$ cat src/rtl/truth_table_sweeper.sv
// Sweep engine for 4-input combinational blocks: drives abcd 0..15, samples F after
// each hold window, builds the truth table and compares it against a latched expectation.
module truth_table_sweeper #(
  parameter int unsigned HOLD_CYCLES = 3
) (
  input  logic        clk,
  input  logic        rst,
  input  logic        start,
  input  logic [15:0] exp_table,
  input  logic        f_in,
  output logic [3:0]  abcd,
  output logic        busy,
  output logic        done,
  output logic [15:0] table_out,
  output logic [4:0]  ones_count,
  output logic        mismatch,
  output logic [3:0]  first_fail
);

  localparam int unsigned CNT_W = 8;
  localparam logic [CNT_W-1:0] HOLD_LAST = CNT_W'(HOLD_CYCLES - 1);

  localparam logic [1:0] S_IDLE = 2'd0;
  localparam logic [1:0] S_RUN  = 2'd1;
  localparam logic [1:0] S_DONE = 2'd2;

  logic [1:0]       state;
  logic [1:0]       state_nxt;
  logic [CNT_W-1:0] hold_cnt;
  logic [15:0]      exp_lat;

  logic sample_c;
  logic last_c;
  logic miss_c;

  assign sample_c = (state == S_RUN) && (hold_cnt == HOLD_LAST);
  assign last_c   = sample_c && (abcd == 4'd15);
  assign miss_c   = f_in != exp_lat[abcd];

  // Next-state logic
  always_comb begin
    state_nxt = state;
    case (state)
      S_IDLE:  if (start) state_nxt = S_RUN;
      S_RUN:   if (last_c) state_nxt = S_DONE;
      S_DONE:  state_nxt = S_IDLE;
      default: state_nxt = S_IDLE;
    endcase
  end

  always_ff @(posedge clk) begin
    if (rst) begin
      state <= S_IDLE;
    end else begin
      state <= state_nxt;
    end
  end

  // Registered status outputs, drive vector, capture and compare datapath
  always_ff @(posedge clk) begin
    if (rst) begin
      abcd       <= 4'd0;
      busy       <= 1'b0;
      done       <= 1'b0;
      table_out  <= 16'd0;
      ones_count <= 5'd0;
      mismatch   <= 1'b0;
      first_fail <= 4'd0;
      hold_cnt   <= '0;
      exp_lat    <= 16'd0;
    end else begin
      busy <= (state_nxt == S_RUN);
      done <= (state_nxt == S_DONE);
      case (state)
        S_IDLE: begin
          if (start) begin
            exp_lat    <= exp_table;
            table_out  <= 16'd0;
            ones_count <= 5'd0;
            mismatch   <= 1'b0;
            first_fail <= 4'd0;
            hold_cnt   <= '0;
            abcd       <= 4'd0;
          end
        end
        S_RUN: begin
          if (sample_c) begin
            table_out[abcd] <= f_in;
            ones_count      <= ones_count + 5'(f_in);
            if (miss_c && !mismatch) begin
              mismatch   <= 1'b1;
              first_fail <= abcd;
            end
            hold_cnt <= '0;
            // 15 -> 0 wrap coincides with the move to DONE
            abcd     <= abcd + 4'd1;
          end else begin
            hold_cnt <= hold_cnt + CNT_W'(1);
          end
        end
        default: ;
      endcase
    end
  end

endmodule

$ cat config.mk
export PLATFORM = sky130hd
export DESIGN_NAME = truth_table_sweeper
export DESIGN_NICKNAME = d
export VERILOG_FILES = /design/src/rtl/truth_table_sweeper.sv
export SDC_FILE = /design/constraint.sdc
export NUM_CORES = 1
export LEC_CHECK = 0
export CAP_MARGIN = 20
export CORE_MARGIN = 2
export CORE_UTILIZATION = 55
export DETAILED_ROUTE_END_ITERATION = 8
export PLACE_DENSITY = 0.9
export SYNTH_ARGS = -nofsm -noshare
export SYNTH_HDL_FRONTEND = slang
export SYNTH_SLANG_ARGS = --single-unit
$ cat constraint.sdc
create_clock -name clk -period 4.7 [get_ports clk]
set_input_delay 0.94 -clock clk [delete_from_list [all_inputs] [get_ports clk]]
set_output_delay 0.94 -clock clk [all_outputs]
set_load 0.03 [all_outputs]
==> flow_metrics.env <==
export IMPL_cts_setup_buffers=0
export IMPL_initial_core_util=0.5648
export IMPL_status="finished clean"
export IMPL_cap_violations=0
export IMPL_synth_cells=301
export IMPL_netlist_area_mm2=0.002633
export IMPL_synth_distinct_cells=39
export IMPL_clk_latency_ps=340
export IMPL_p_leak_nw=1.287
export IMPL_synth_edff_count=0
export IMPL_finalNetCount=376
export IMPL_port_buffers=51
export IMPL_worst_pin_slew_ps=796.9
export IMPL_ant_nets=0
export IMPL_core_area_mm2=0.004661
export IMPL_ys_ff_latch=58
export IMPL_path_cells="clkdlybuf4s50_1, or3b_1, o31ai_2, buf_4, nand3_1, mux2i_1, nor2_1"
export IMPL_pre_cts_ws_ps=1634
export IMPL_tns_ps=0
export IMPL_pwr_share_clk=0.375
export IMPL_wl_per_cell_um=15.04
export IMPL_yosys_area_top_type="dfxtp_1"
export IMPL_cts_made_buffers=9
export IMPL_max_slew_margin=0.4688
export IMPL_syn_to_final_growth_pct=25.76
export IMPL_cts_tree="done"
export IMPL_first_pass_iters=4
export IMPL_drc=0
export IMPL_finalCriticalPeriod_ps=2747
export IMPL_cts_root_buffer="clkbuf_8"
export IMPL_dp_hpwl_um=4223
export IMPL_grt_pass1_wl_um=10190
export IMPL_grt_ovfl_total=0
export IMPL_power_switching_w=0.0002562
export IMPL_chipWidth_um=73.19
export IMPL_arrival_ps=2940
export IMPL_pwr_share_comb=0.106
export IMPL_finalWorstSetupSlack_ps=1953
export IMPL_totalWireLength_um=6107
export IMPL_cts_sinks=58
export IMPL_globalplace_congestion=0.8225
export IMPL_skew_ps=10.31
export IMPL_layout_drive_gt1_share=0.08239
export IMPL_synth_fp_nets=329
export IMPL_p_int_w=0.0007309
export IMPL_slowest_delay_ps=690
export IMPL_fin_crit_sh=0.5844
export IMPL_grt_pass1_vias=2262
export IMPL_synth_avg_cell_area_um2=8.746
export IMPL_crit_start="start"
export IMPL_die_area_mm2=0.005356
export IMPL_drt_initial_drc_count=175
export IMPL_grt_max_degree=32
export IMPL_slowest_stage="or3b_1"
export IMPL_yosysSeqAreaShare=0.4411
export IMPL_vias=2351
export IMPL_rows=25
export IMPL_finalSetupViolCount=0
export IMPL_rsz0062_at_grt="no"
export IMPL_peakVddDrop_mv=0.3042
export IMPL_path_max_fanout=25
export IMPL_synthTopCellsByCount="dfxtp_1 (58), nand2_1 (41), nor2_1 (37)"
export IMPL_cts_hold_fix_buffers=0
export IMPL_synth_most_common_cell="dfxtp_1"
export IMPL_yosys_warnings=0
export IMPL_track_usage=0.2517
export IMPL_vias_per_cell=5.791
export IMPL_async_reset_ff_frac=0
export IMPL_cp_required_ps=4890
export IMPL_max_freq_ghz=0.3641
export IMPL_report_final_hold_viol_count=0
export IMPL_cellPowerDensity_mw_per_mm2=298.1
export IMPL_start_kind="primary input"
export IMPL_clkTransAtPathRegs_ps=70
export IMPL_end_kind="register"
export IMPL_cts_max_path_buffers=2
export IMPL_die_height_um=73.19
export IMPL_criticalPathCategory="in -> reg"
export IMPL_grt_antenna_before_repair=0
export IMPL_final_max_slew_viol_count=0
export IMPL_synth_top_cell_area_share=0.4411
export IMPL_diodes=0
export IMPL_ctsResizeCount=0
export IMPL_ioPinCount=52
export IMPL_synth_main_ff_cell="dfxtp_1"
export IMPL_sequentialPowerShare=0.519
export IMPL_rr_startpoint="abcd[1]"
export IMPL_worstHoldStart="exp_lat[15]"
export IMPL_sw_frac_of_total=0.2595
export IMPL_min_path_type="reg -> reg"
export IMPL_synthTopCellsByArea="dfxtp_1 (44%), nand2_1 (5.8%), mux2i_1 (5.7%)"
export IMPL_htreeDepth=3
sequential cells by signal, indices dropped and copies added, names as in the netlist:
signal and cells:
first_fail 4, busy 1, hold_cnt 8, abcd 4
done 1, mismatch 1, table_out 16, ones_count 5
state 2, exp_lat 16
placed cells by master (no fill, tap or decap), types with 5 or more instances in the layout:
cell type         n
o21ai_1           5
clkdlybuf4s50_1  51
nand3b_1          5
ha_1              8
mux2i_1          15
a31oi_1           6
nand4_1           5
nand3_1          19
nand2_1          41
dfxtp_1          58
mux4_2            5
a21oi_1          29
clkbuf_8          9
inv_1             8
nor2_1           37
layer usage:
layer	vias to the layer above	track usage	share of wire
met3	11	0.09392	0.080
met1	1112	0.2885	0.39
met4	0	0.08848	0.016
li1	1144	-	-
met5	-	0	0
met2	84	0.4284	0.52
final cells by class:
cell class	count	area, µm²
Fill cell	349	1350
Clock buffer	11	131.4
Multi-Input combinational cell	216	1364
Inverter	9	33.78
Tap cell	54	67.56
Sequential cell	58	1161
Clock inverter	4	20.02
Timing Repair Buffer	54	533.0
cells by family (layout without fill, tap and decap cells):
| family | count (synthesis) | after routing | synth area share |
|---|---|---|---|
| AO/OA/AOI/OAI | 50 | 50 | 0.1131 |
| adder cells (fa/ha/maj) | 8 | 8 | 0.03802 |
| flip-flops | 58 | 58 | 0.4411 |
| AND/OR/NAND/NOR | 131 | 131 | 0.2410 |
| buffers and inverters | 27 | 78 | 0.04277 |
| XOR/XNOR | 6 | 6 | 0.01996 |
| multiplexers | 21 | 21 | 0.1041 |
power by group through the flow:
stage / logic [W] / registers (W) / clock network (W)
after global routing: 0.000116 / 0.000513 / 0.000391
after CTS: 0.000104 / 0.000512 / 0.000375
after floorplan: 0.0000663 / 0.000523 / 0
after detailed placement: 0.000103 / 0.000523 / 0
final: 0.000105 / 0.000512 / 0.000370
after global placement: 0.000100 / 0.000522 / 0
final timing paths:
check                   to  slack (ps)  cells after the start
min reg2reg    exp_lat[15]         460                      2
max           table_out[3]        1950                      7
min            exp_lat[15]         460                      2
max reg2reg  first_fail[1]        2330                      5
worst max-delay path, delay by kind of cell:
family | cells | cell delay, ps
simple gates | 3 | 890
buf+inv | 2 | 740
compound gates | 1 | 150
mux | 1 | 200
metrics by stage:
step	power, W	hold slack (ps)	utilization	std cells	cell area, µm²
after detailed placement	0.0006260	446.8	0.6779	391	3159
after global placement	0.0006223	442.3	0.6779	391	3159
after floorplan	0.0005898	433.1	-	301	2633
final	0.0009871	460.2	0.7103	406	3311
after CTS	0.0009906	457.5	0.7103	406	3311
after global routing	0.001020	486.4	0.7103	406	3311
No activity file was read; power rests on OpenSTA's default activity.
